**src/rtl/accum_delta_fifo_if.sv**
```systemverilog
// Bundles the sample input, the FIFO output handshake and the status outputs of accum_delta_fifo.
// master is the design side; slave is the upstream/downstream side.
interface accum_delta_fifo_if #(
  parameter int unsigned WIDTH = 32,
  parameter int unsigned DEPTH = 4
);
  logic [WIDTH-1:0]         x;
  logic                     en;
  logic [WIDTH-1:0]         out_data;
  logic                     out_valid;
  logic                     out_ready;
  logic [$clog2(DEPTH):0]   fill;
  logic [15:0]              drop_count;

  modport master (
    input  x, en, out_ready,
    output out_data, out_valid, fill, drop_count
  );

  modport slave (
    output x, en, out_ready,
    input  out_data, out_valid, fill, drop_count
  );
endinterface

```
**src/rtl/accum_delta_fifo.sv**
```systemverilog
// Differentiates a stream of accumulator samples and queues the deltas in a small FIFO.
// Define ACCUM_DELTA_DROPCNT_EN to count deltas lost to overflow; otherwise drop_count reads 0.
module accum_delta_fifo #(
  parameter int unsigned WIDTH = 32,
  parameter int unsigned DEPTH = 4
) (
  input logic                clk,
  input logic                rst,
  accum_delta_fifo_if.master bus
);
  localparam int unsigned AW = $clog2(DEPTH);
  localparam logic [AW:0] FullLevel = DEPTH[AW:0];
  localparam logic [AW:0] FillOne   = (AW+1)'(1);
  localparam logic [AW-1:0] PtrOne  = AW'(1);

  typedef enum logic [0:0] {StIdle, StRun} state_e;

  state_e           state_q;
  logic [WIDTH-1:0] prev_q;
  logic [WIDTH-1:0] mem [DEPTH];
  logic [AW-1:0]    wr_ptr_q;
  logic [AW-1:0]    rd_ptr_q;
  logic [AW:0]      fill_q;

  logic             push;
  logic             pop;
  logic             full;
  logic             accept;
  logic [WIDTH-1:0] delta;

  always_comb begin
    delta  = bus.x - prev_q;
    push   = (state_q == StRun) && bus.en;
    pop    = (fill_q != '0) && bus.out_ready;
    full   = (fill_q == FullLevel);
    // A full FIFO still accepts when the head leaves on the same edge.
    accept = push && (!full || pop);
  end

  // prev only tracks x while en is high; dropping en forces a re-prime.
  always_ff @(posedge clk or posedge rst) begin
    if (rst) begin
      state_q <= StIdle;
      prev_q  <= '0;
    end else begin
      unique case (state_q)
        StIdle: begin
          if (bus.en) begin
            prev_q  <= bus.x;
            state_q <= StRun;
          end
        end
        StRun: begin
          if (bus.en) prev_q <= bus.x;
          else        state_q <= StIdle;
        end
        default: state_q <= StIdle;
      endcase
    end
  end

  always_ff @(posedge clk) begin
    if (accept) mem[wr_ptr_q] <= delta;
  end

  always_ff @(posedge clk or posedge rst) begin
    if (rst) begin
      wr_ptr_q <= '0;
      rd_ptr_q <= '0;
      fill_q   <= '0;
    end else begin
      if (accept) wr_ptr_q <= wr_ptr_q + PtrOne;
      if (pop)    rd_ptr_q <= rd_ptr_q + PtrOne;
      if (accept && !pop)      fill_q <= fill_q + FillOne;
      else if (!accept && pop) fill_q <= fill_q - FillOne;
    end
  end

  assign bus.fill      = fill_q;
  assign bus.out_valid = (fill_q != '0);
  // Storage is not reset, so mask the head while empty.
  assign bus.out_data  = (fill_q != '0) ? mem[rd_ptr_q] : '0;

`ifdef ACCUM_DELTA_DROPCNT_EN
  logic [15:0] drop_q;

  always_ff @(posedge clk or posedge rst) begin
    if (rst) begin
      drop_q <= '0;
    end else if (push && full && !pop && (drop_q != 16'hFFFF)) begin
      drop_q <= drop_q + 16'd1;
    end
  end

  assign bus.drop_count = drop_q;
`else
  assign bus.drop_count = '0;
`endif

endmodule

```
**src/flat_wrapper.sv**
```systemverilog
// flat-port wrapper written by rule: the top's interface ports become plain ports
module accum_delta_fifo_flat 
#(
  parameter int unsigned WIDTH = 32,
  parameter int unsigned DEPTH = 4
)
  (clk, rst, bus_x, bus_en, bus_out_ready, bus_out_data, bus_out_valid, bus_fill, bus_drop_count);
  accum_delta_fifo_if #(.WIDTH(WIDTH), .DEPTH(DEPTH)) bus_i ();
  input logic clk;
  input logic rst;
  input wire logic [$bits(bus_i.x)-1:0] bus_x;
  input wire logic [$bits(bus_i.en)-1:0] bus_en;
  input wire logic [$bits(bus_i.out_ready)-1:0] bus_out_ready;
  output wire logic [$bits(bus_i.out_data)-1:0] bus_out_data;
  output wire logic [$bits(bus_i.out_valid)-1:0] bus_out_valid;
  output wire logic [$bits(bus_i.fill)-1:0] bus_fill;
  output wire logic [$bits(bus_i.drop_count)-1:0] bus_drop_count;
  assign bus_i.x = bus_x;
  assign bus_i.en = bus_en;
  assign bus_i.out_ready = bus_out_ready;
  assign bus_out_data = bus_i.out_data;
  assign bus_out_valid = bus_i.out_valid;
  assign bus_fill = bus_i.fill;
  assign bus_drop_count = bus_i.drop_count;
  accum_delta_fifo #(.WIDTH(WIDTH), .DEPTH(DEPTH)) u_core (.clk(clk), .rst(rst), .bus(bus_i));
endmodule
```
**config.mk**
```make
export PLATFORM = sky130hd
export DESIGN_NAME = accum_delta_fifo_flat
export DESIGN_NICKNAME = d
export VERILOG_FILES = /design/src/rtl/accum_delta_fifo_if.sv /design/src/rtl/accum_delta_fifo.sv /design/src/flat_wrapper.sv
export SDC_FILE = /design/constraint.sdc
export NUM_CORES = 1
export LEC_CHECK = 0
export ABC_AREA = 1
export CORE_MARGIN = 3
export CORE_UTILIZATION = 35
export DETAILED_ROUTE_END_ITERATION = 7
export HOLD_SLACK_MARGIN = 0.08
export SYNTH_ARGS = -nofsm -noshare
export SYNTH_HDL_FRONTEND = slang
export SYNTH_SLANG_ARGS = --single-unit
```
**constraint.sdc**
```tcl
create_clock -name clk -period 3.12 [get_ports clk]
set_input_delay 0.624 -clock clk [delete_from_list [all_inputs] [get_ports clk]]
set_output_delay 0.624 -clock clk [all_outputs]
set_load 0.005 [all_outputs]
```
### After elaboration in Yosys (flattened, before gate mapping)

Memory sizes are Yosys's and may differ from the RTL's.
Cells that the tools add are included.

* word-level logic and storage cells: 30
* bits in registers: 40
* bits in writable memories: 128
* memories: 1
* output and inout port bits: 52

* $add $sub $neg: 5
* muxes and demuxes: 7
* reductions and logical operators: 11
* eq/ne operators: 1

Memories
* u_core.mem: words 4, bits a word 32, rd ports 1, clocked after Yosys merged registers in 0, write ports 1, RTL line accum_delta_fifo.sv:20 `logic [WIDTH-1:0] mem [DEPTH];`

Operators with widths (number)
* 32-bit 2-to-1 mux: 2
* 32-bit subtractor: 1
* 3-bit 2-to-1 mux: 2
* 1-bit logical AND: 5
* 2-bit by 1-bit adder with 2-bit output, second input constant: 2
* 3-bit by 1-bit adder with 3-bit output, second input constant: 1
* 3-bit equality test, second input constant: 1
* 1-bit zero test: 3
* 1-bit 2-to-1 mux: 3
* 3-bit nonzero test: 1
* 3-bit by 1-bit subtractor with 3-bit output, second input constant: 1
* 2-bit nonzero test: 1
* 1-bit logical OR: 1

### Depth between registers and ports, before layout

* depth in word-level cells: 8
* gate-level depth with buffers: 13
* gate-level depth less buffers: 13

### Worst setup path after synthesis

Ideal clock, no wire load.

* path type: in2reg
* start: input bus_en
* end: memory u_core.mem[0][0], enable pin
* path slack: 0.349 ns
* stages: 3
* setup time: 0.421 ns
* data arrival time: 2.350 ns
* path through: buf_2 > nand3_1 > nor2_1

* word-level cells in the longest chain between the ends: 4

RTL lines
* start, declared: RTL line flat_wrapper.sv:12 `input wire logic [$bits(bus_i.en)-1:0] bus_en;`
* 1-bit logical AND: RTL line accum_delta_fifo.sv:33 `push = (state_q == StRun) && bus.en;`
* 1-bit logical AND: RTL line accum_delta_fifo.sv:37 `accept = push && (!full || pop);`
* 1-bit 2-to-1 mux: RTL line accum_delta_fifo.sv:63 `if (accept) mem[wr_ptr_q] <= delta;`
* 1-bit 2-to-1 mux (not written as such): RTL line accum_delta_fifo.sv:63
* end, declared: RTL line accum_delta_fifo.sv:20

Every way passes these cells.

### Worst setup path after layout

* start: register u_core.rd_ptr_q[0]
* end: output bus_out_data[31]

* word-level cells in the longest chain between the ends: 2

RTL lines
* start, declared: RTL line accum_delta_fifo.sv:22 `logic [AW-1:0] rd_ptr_q;`
* start signal, assigned: RTL line accum_delta_fifo.sv:73 `if (pop) rd_ptr_q <= rd_ptr_q + PtrOne;`
* memory read 4 x 32 bit
* 32-bit 2-to-1 mux: RTL line accum_delta_fifo.sv:82 `assign bus.out_data = (fill_q != '0) ? mem[rd_ptr_q] : '0;`
* end, declared: RTL line flat_wrapper.sv:14 `output wire logic [$bits(bus_i.out_data)-1:0] bus_out_data;`

Every way passes these cells.

==> parameters.txt <==
Parameter                              Value

Pwr
  Peak ir drop on the vdd network ... 0.000359 V
  LEAKAGE ... 4.86 nW
  Power density over cell area ... 770 nW/µm²

Synth
  Syn. warnings ... 0
  Count of different cell masters after synthesis ... 29
  Sequential fraction of the synthesis area ... 53.2%
  Flop and latch count out of synthesis ... 168
  Async SR Flop Fraction ... 23.8%
  Combined area of all synthesized cells ... 9110 µm²
  Number of enable flip-flop cells after synthesis ... 128
  Average cell area after synthesis ... 8.44 µm²
  Dominant register cell in the synthesized netlist ... edfxtp_1
  Cell count after synthesis ... 1080

Setup path
  Endpoint kind of the worst setup timing path ... primary output
  Highest-delay cell along the critical path ... clkdlybuf4s50_1
  Data arrival time of the critical path ... 2360 ps
  Critical-path maximum fanout ... 20
  Start point of the critical path ... u_core.rd_ptr_q[0]
  Register-to-register path setup slack ... 790 ps
  Worst-path cell chain ... inv_2, buf_4, o21ai_0, a21oi_1, clkdlybuf4s50_1
  FF-to-FF Start ... u_core.bus.fill[0]
  Critical path destination ... bus_out_data[31]
  Kind of critical path ... reg2out
  Cell count of the worst reg-to-reg path ... 12
  Delay of the slowest cell on the worst path ... 560 ps
  Kind of launch point of the worst setup path ... flip-flop
  FF-to-FF End ... u_core.bus.fill[2]
  Required time of the worst setup path ... 2500 ps

STA
  Final Setup Violations ... 0
  RSZ-0062 raised after global routing ... false
  Part of the cycle the worst path needs ... 95.6%
  Largest clock skew in the final design ... 11.0 ps
  Count of pins over their slew limit ... 0
  Final setup margin ... 139 ps
  Clock period minus worst slack ... 2980 ps
  Maximum frequency from static timing analysis ... 335 MHz
  Worst-margin pin slew ... 524 ps
  Total negative slack ... 0 ps
  Max-slew headroom ... 65.1%
  Final number of hold-violating endpoints ... 0

Global route
  GRT Overall Usage ... 15.1%
  Number of antenna violations at the first check in global routing ... 0
  Vias in the first global route ... 6443
  Total global routing overflow ... 0
  Global-route wire length before repair ... 33800 µm
  Largest net degree at the start of global routing ... 64

Clocking
  Total number of clock tree sinks ... 168
  Number of buffers created by CTS ... 17
  Clock Tree Buf Depth ... 2
  Clock transition at the register clock pins on the worst setup and hold paths after CTS ... 60 ps
  Clock network latency to the later pin of the worst-skew pair ... 430 ps
  Maximum level of the CTS H-tree ... 4
  Clock tree from TritonCTS ... yes
  Cell at the root of the clock tree ... clkbuf_16
  Number of setup buffers added after CTS ... 0

Drt
  Drt drc ... 0
  DR WL/cell ... 13.8 µm
  Wire length after detailed routing ... 20600 µm
  Remaining antenna violation count after routing ... 0
  Via-per-instance ratio ... 4.54
  Iteration-0 DRC count of the detailed router ... 372
  DR vias ... 6781
  Detailed-router iteration count before antenna repair ... 4

Outcome
  Outcome ... completed

Finish
  Area growth from synthesis to final layout ... 17.9%
  Final standard cell utilization of the core ... 42.3%
  # nets final ... 1226
  Share of cells above drive strength 1 ... 5.84%
  Design Area, Final ... 10700 µm²
  Antenna cell count ... 0
  Post-Layout Cell Count ... 1494

Die
  Total Die Area ... 28000 µm²
  Die Wd ... 167 µm
  Placeable Area ... 25400 µm²
  Num ports ... 88
  Die span in y ... 167 µm
  Number of placement rows ... 58
  Effective utilization at floorplan ... 35.9%

Placed design
  Port buffer count ... 71
  Placed wire-length estimate ... 14700 µm
  Placed Instance Area ... 10200 µm²
  Dpl ws ... 229 ps
  Post-Place Cells ... 1463
  Routability congestion estimate from global placement ... 0.884

Flow run
  Number of maximum-capacitance constraint violations ... 0

Hold path
  Worst min path class ... reg2reg
[synth_stat cells, types with 3 or more instances]
cell	count	share of area (%)
nand2_2	9	0.62
o21ai_1	10	0.55
nor2_2	3	0.21
xor2_1	19	1.8
buf_2	8	0.44
dfrtp_1	40	11
buf_4	22	1.8
ha_1	36	4.9
nand2_1	266	11
edfxtp_1	128	42
nand4_1	5	0.34
nor2_1	170	7.0
o21ai_0	87	4.8
a21oi_1	53	2.9
inv_1	166	6.8
nand3_1	26	1.4
clkbuf_1	15	0.62
[cells in the final DEF, fill, tap and decap left out, types with 2 or more instances in the layout]
cell type and n:
bufinv_16 2, nor2_1 166, clkinv_4 4, o21ai_1 10
conb_1 16, fa_1 2, xnor2_1 2, inv_8 2
buf_4 11, dfrtp_1 39, xor2_1 19, buf_12 2
ha_1 36, nand3_2 2, nand4_1 5, inv_1 166
edfxtp_1 128, nand2_1 266, clkbuf_16 17, clkinv_2 3
nand2_2 9, nor3_1 2, nor2_2 7, a21oi_1 53
nand3_1 26, o21ai_0 87, clkdlybuf4s50_1 70
[worst max-delay path, delay by kind of cell, from the launching register on]
kind                   cells  cell delay [ps]
buffers and inverters      3             1100
DFF                        1              440
AOI/OAI and AO/OA          2              390
[registers in the layout, summed over array words and instances (netlist names)]
signal	cells
u_core.prev_q	32
u_core.bus.fill	3
u_core.state_q	1
u_core.mem	128
u_core.wr_ptr_q	2
u_core.rd_ptr_q	2
[power breakdown]
group / total (mW) / switching (mW) / internal, mW
logic: 3.29 / 1.89 / 1.40
registers: 2.92 / 0.0921 / 2.83
clock network: 2.06 / 0.876 / 1.19
total: 8.27 / 2.86 / 5.41
[worst min path at each step]
stage	start	endpoint	slack (ps)	cells after the start
2_1_floorplan	u_core.prev_q[0]	u_core.prev_q[0]	460	2
3_3_place_gp	u_core.prev_q[31]	u_core.prev_q[31]	490	2
3_5_place_dp	u_core.prev_q[31]	u_core.prev_q[31]	490	2
4_1_cts	u_core.prev_q[0]	u_core.prev_q[0]	510	2
5_1_grt	u_core.prev_q[0]	u_core.prev_q[0]	530	2
6_report	u_core.prev_q[31]	u_core.prev_q[31]	510	2
[metrics by stage]
stage,power [mW],hold WS (ps)
global route,8.86,525
detailed placement,6.29,491
CTS,8.37,512
floorplan,4.82,457
finish,8.27,507
global placement,6.25,490
[routing by layer]
metal	vias to the layer above	global-route usage, %	wire (µm)
met5	-	0	0
met4	0	4.55	269
met3	19	2.22	708
met2	146	25.3	9770
met1	3070	20.5	9890
li1	3546	-	-
[logic make-up (layout without fill, tap and decap cells)]
logic type | count (synthesis) | after routing | share of synthesized area (%)
and+or+nand+nor | 484 | 484 | 21.0
buffers and inverters | 214 | 283 | 9.83
DFF | 168 | 168 | 53.2
AOI/OAI and AO/OA | 153 | 153 | 8.50
adders and majority gates | 38 | 38 | 5.38
xor gates and xnor gates | 21 | 21 | 2.02
other | 1 | 16 | 0.0411
muxes | 1 | 1 | 0.124
[layout make-up]
class                   instances  area, µm²
fillers                      2534      14700
flip-flops and latches        168       4850
multi-input cells             713       3440
repair buffers                 85        840
inverters                     167        627
clock buffers                  18        429
well taps                     330        413
clock inverters                13        149
[what timing repair did]
item | in CTS | in global routing
gates resized for setup | 0 | 1
hold buffers | 0 | 0
setup endpoints to repair | 0 | 5
No activity file was read; power rests on OpenSTA's default activity.
==> variant 1, RTL diff (same flow settings) <==
`DEPTH` is set to 4 in 3 places; all go to 8.
--- a/src/rtl/accum_delta_fifo_if.sv
+++ b/src/rtl/accum_delta_fifo_if.sv
@@ -2,7 +2,7 @@
 // master is the design side; slave is the upstream/downstream side.
 interface accum_delta_fifo_if #(
   parameter int unsigned WIDTH = 32,
-  parameter int unsigned DEPTH = 4
+  parameter int unsigned DEPTH = 8
 );
   logic [WIDTH-1:0]         x;
   logic                     en;
--- a/src/rtl/accum_delta_fifo.sv
+++ b/src/rtl/accum_delta_fifo.sv
@@ -2,7 +2,7 @@
 // Define ACCUM_DELTA_DROPCNT_EN to count deltas lost to overflow; otherwise drop_count reads 0.
 module accum_delta_fifo #(
   parameter int unsigned WIDTH = 32,
-  parameter int unsigned DEPTH = 4
+  parameter int unsigned DEPTH = 8
 ) (
   input logic                clk,
   input logic                rst,
--- a/src/flat_wrapper.sv
+++ b/src/flat_wrapper.sv
@@ -2,7 +2,7 @@
 module accum_delta_fifo_flat 
 #(
   parameter int unsigned WIDTH = 32,
-  parameter int unsigned DEPTH = 4
+  parameter int unsigned DEPTH = 8
 )
   (clk, rst, bus_x, bus_en, bus_out_ready, bus_out_data, bus_out_valid, bus_fill, bus_drop_count);
   accum_delta_fifo_if #(.WIDTH(WIDTH), .DEPTH(DEPTH)) bus_i ();
Ports: changed (resized bus_fill); port bits go from 88 to 89. No check against the original RTL was run, so the function may have changed too.
==> variant 1 against the original RTL <==
- cell count up 45%
- total power up 86%
- core utilization up 1.5 points
- worst setup slack worse by 0.062 ns
- wire length up 75%
- sequential power up 74%
- design area up 63%
- via count up 54%
- synthesized area up 57%
- register-to-register slack worse by 0.08 ns
- combinational power up 91%
- count of clock-buffer cells in the layout up 21
- sequential cell count up 131
- clock skew up 0.0083 ns
- critical path type unchanged
- critical endpoint is now bus_out_data[5]
==> variant 1: results (changes against the original RTL) <==
status: "finished, final reports clean"
met2_usage_pct: 26.8  # +1.5 points
drive_gt1_share_pct: 9.72  # +3.9 points
synth-compound-area-share_pct: 10.4  # +1.9 points
grt_start_max_net_pins: 68  # +6.3%
first_pass_iters: 5  # +1
synth-async-reset-ratio_pct: 14.4  # -9.4 points
cpMaxStageDelayCell: "dfrtp_4"
antenna_found_initial: 2  # +2
r2r_end: "u_core.bus.fill[3]"
crit_path_end: "bus_out_data[5]"
p_clk_mw: 4.00  # +94%
cp.arrival_ns: 2.42  # +0.06 ns
synthTopCellsByArea: "edfxtp_1, nand2_1, dfrtp_1"
cts_resized: 32  # +32
hold_slack_ns: 0.420  # -0.0866 ns
largest_register_ffs: 256  # +100%
layout.cells.non_filler: 2160  # +45%
ir_drop_mv: 0.482  # +34%
dpl.hpwl_um: 22500  # +53%
r2r_slack_ns: 0.71  # -0.08 ns
h-tree-depth: 2  # -2
place_inst: 2070  # +41%
clk_latency_ns: 0.52  # +0.09 ns
synth_edf_count: 256  # +100%
gp_congestion: 0.867  # -2.0%
viasPerCell: 4.82  # +6.2%
wl_met2_um: 17500  # +79%
nets: 1684  # +37%
switchingPower_mw: 5.33  # +86%
syn2layout_area_growth_pct: 22.6
cts_buffers: 34  # +17
cp_slowest_stage_delay_ns: 0.49  # -0.07 ns
place_area_um2: 15800  # +56%
grt_pass1_vias: 9913  # +54%
met3_length_um: 1970  # +180%
dr.first_iter.drc_count: 670  # +80%
grt_first_pass_wirelength_um: 54300  # +61%
synth_fa_ha_area_share_pct: 3.43  # -1.9 points
yosys.cell_types.count: 28  # -3.4%
fin_crit_sh_pct: 97.5  # +2.0 points
rows: 73  # +26%
num-fill-cells: 3823  # +51%
-- variant 1: cell types whose count changed after synthesis, sizes merged, moves of 2 or more --
cell | before | now
nor2 | 173 | 276
inv | 167 | 159
dfrtp | 40 | 43
nand2 | 275 | 287
buf | 32 | 47
edfxtp | 128 | 256
clkbuf | 15 | 29
o21ai | 97 | 225
a31oi | 0 | 32
a21oi | 54 | 24
o21bai | 1 | 3
-- variant 1: final cells by class --
type	instances	share of cell area [%]
sequential	299	50.1
multi-input combinational	963	26.4
timing repair buffer	152	9.83
clock buffer	39	5.09
tap	525	3.75
inverter	159	3.50
clock inverter	22	1.38
timing repair inverter	1	0.0429
-- variant 1: cells by family after synthesis --
kind of cell | after synthesis
other | 1
adder cells (fa/ha/maj) | 38
multiplexers | 1
flip-flops | 299
AO/OA/AOI/OAI | 286
AND/OR/NAND/NOR | 600
XOR/XNOR | 22
buffers and inverters | 235
==> variant 2, RTL diff (config.mk and constraints unchanged) <==
Made on the original files. Add a define of `ACCUM_DELTA_DROPCNT_EN`.
--- a/src/rtl/accum_delta_fifo.sv
+++ b/src/rtl/accum_delta_fifo.sv
@@ -1,5 +1,7 @@
 // Differentiates a stream of accumulator samples and queues the deltas in a small FIFO.
 // Define ACCUM_DELTA_DROPCNT_EN to count deltas lost to overflow; otherwise drop_count reads 0.
+`define ACCUM_DELTA_DROPCNT_EN
+
 module accum_delta_fifo #(
   parameter int unsigned WIDTH = 32,
   parameter int unsigned DEPTH = 4
Check against the original RTL: not equivalent (Yosys sat finds a counterexample within 10 cycles, from zero or initial values and one cycle with rst high).
==> variant 2 against the original RTL <==
- sequential cell count up 16
- wire length up 12%
- critical path depth up 1
- design area up 11%
- synthesized area up 8.9%
- clock power up 7%
- worst setup slack better by 0.063 ns
- total power up 9.2%
==> variant 2: results (changes against the original RTL) <==
clk_latency_ns: 0.44
antenna_found_initial: 0  # unchanged
cp_slowest_stage_delay_ns: 0.57
yosysMostFrequentCell: "nand2_1"
fin_util_pct: 43.0  # +0.65 points
p_leak_nw: 5.36  # +10%
clk_path_buf_depth: 2  # unchanged
largest_register_ffs: 128  # unchanged
ys_warn_count: 0  # unchanged
crit_fanout: 32  # +60%
synth-async-reset-ratio_pct: 30.4  # +6.6 points
dr.first_iter.drc_count: 424  # +14%
worst_clock_skew_ns: 0.0159  # +0.00485 ns
regMostFlops: "u_core.mem"
diodes: 0  # unchanged
relSlewSlack_pct: 62.5  # -2.5 points
grt_first_pass_wirelength_um: 37700  # +11%
gp_congestion: 0.871  # -1.4%
first_pass_iters: 5  # +1
synth_edf_count: 128  # unchanged
maxCapViolCount: 0  # unchanged
viasPerCell: 4.60  # +1.2%
clockRootBuffer: "clkbuf_16"
nets: 1350  # +10%
path_clk_slew_ns: 0.07
synthTopCellsByArea: "edfxtp_1, dfrtp_1, nand2_1"
ys_seq_area_share_pct: 52.8  # -0.33 points
cp.arrival_ns: 2.29  # -0.07 ns
syn_nets: 1260
cts_resized: 0  # unchanged
status: "finished, final reports clean"
h-tree-depth: 4  # unchanged
track_usage_pct: 15.4  # +0.33 points
worst_path_dominant_cell_family: "buffers and inverters"
yosys.cell_types.count: 35  # +21%
dpl.hpwl_um: 16500  # +12%
cpMaxStageDelayCell: "clkdlybuf4s50_1"
synth_ff_type: "edfxtp_1"
holdCritPathClass: "reg2reg"
post_cts_buffers: 0  # unchanged
port_buffers: 87  # +23%
yosys-top-cells-count: "nand2_1, nor2_1, inv_1"
ir_drop_mv: 0.357  # -0.75%
hold_buffers: 0  # unchanged
grt_pass1_vias: 7329  # +14%
grt_start_max_net_pins: 65  # +1.6%
cts_buffers: 17  # unchanged
drt-total-wl_um: 23200  # +12%
drive_gt1_share_pct: 5.43  # -0.41 points
place_area_um2: 11300  # +12%
-- variant 2: changes by cell type in the layout (fill, tap and decap cells not counted), sizes merged, moves of 6 or more --
cell	before	now
xor2	19	26
nand2	275	313
inv	170	185
o21ai	97	105
nor2	173	188
xnor2	2	8
clkdlybuf4s50	70	86
conb	16	0
dfrtp	40	56
nand3	28	34
-- variant 2: final cells by class --
type                            count  area [µm²]
Fill cell                        2763       15900
Sequential cell                   184        5250
Multi-Input combinational cell    791        3880
Timing Repair Buffer              103        1090
Inverter                          178         671
Tap cell                          378         473
Clock buffer                       17         425
Clock inverter                     15         184
-- variant 2: tightest hold or removal path, stage by stage (launching register included) --
cell	delay [ns]
dfrtp_1	0.32
inv_1	0.05
o21ai_0	0.13
-- variant 2: worst paths after layout --
path | to | depth (start not counted) | slack (ns) | from
worst max-delay path | bus_out_data[16] | 6 | 0.20 | u_core.rd_ptr_q[0]
min in group asynchronous | u_core.bus.drop_count[8] | 2 | 0.55 | rst
worst min register to register | u_core.prev_q[21] | 2 | 0.53 | u_core.prev_q[21]
worst max register to register | u_core.bus.fill[2] | 12 | 0.73 | u_core.bus.fill[0]
max in group asynchronous | u_core.prev_q[30] | 3 | 1.87 | rst
worst min-delay path | u_core.prev_q[21] | 2 | 0.53 | u_core.prev_q[21]
-- variant 2: metrics by stage --
stage / hold slack [ns] / setup slack [ns] / cells
after floorplan: 0.494 / 0.0242 / 1185
after global placement: 0.509 / 0.261 / 1633
after detailed placement: 0.516 / 0.243 / 1633
after CTS: 0.532 / 0.128 / 1665
after global routing: 0.554 / 0.0429 / 1666
final: 0.529 / 0.202 / 1666
-- variant 2: layer usage --
| layer | part of all wire (%) | global-route usage (%) | wire length (µm) | up-vias |
|---|---|---|---|---|
| li1 | - | - | - | 3956 |
| met1 | 47 | 21.2 | 10900 | 3531 |
| met2 | 47 | 25.4 | 10900 | 151 |
| met3 | 4.5 | 2.86 | 1050 | 18 |
| met4 | 1.2 | 3.82 | 269 | 0 |
| met5 | 0 | 0 | 0 | - |
-- variant 2: kinds of logic after synthesis --
| family | share of synthesized area (%) |
|---|---|
| AND/OR/NAND/NOR | 22.1 |
| AO/OA/AOI/OAI | 8.54 |
| multiplexers | 0.227 |
| adder cells (fa/ha/maj) | 5.07 |
| XOR/XNOR | 3.00 |
| buffers and inverters | 8.24 |
| flip-flops | 52.8 |
-- variant 2: power by group --
group,leakage [nW],switching [mW],total (mW),internal (mW)
Sequential,1.85,0.185,3.26,3.08
Combinational,3.22,1.98,3.57,1.59
Clock,0.292,1.05,2.20,1.15
Total,5.36,3.22,9.04,5.82
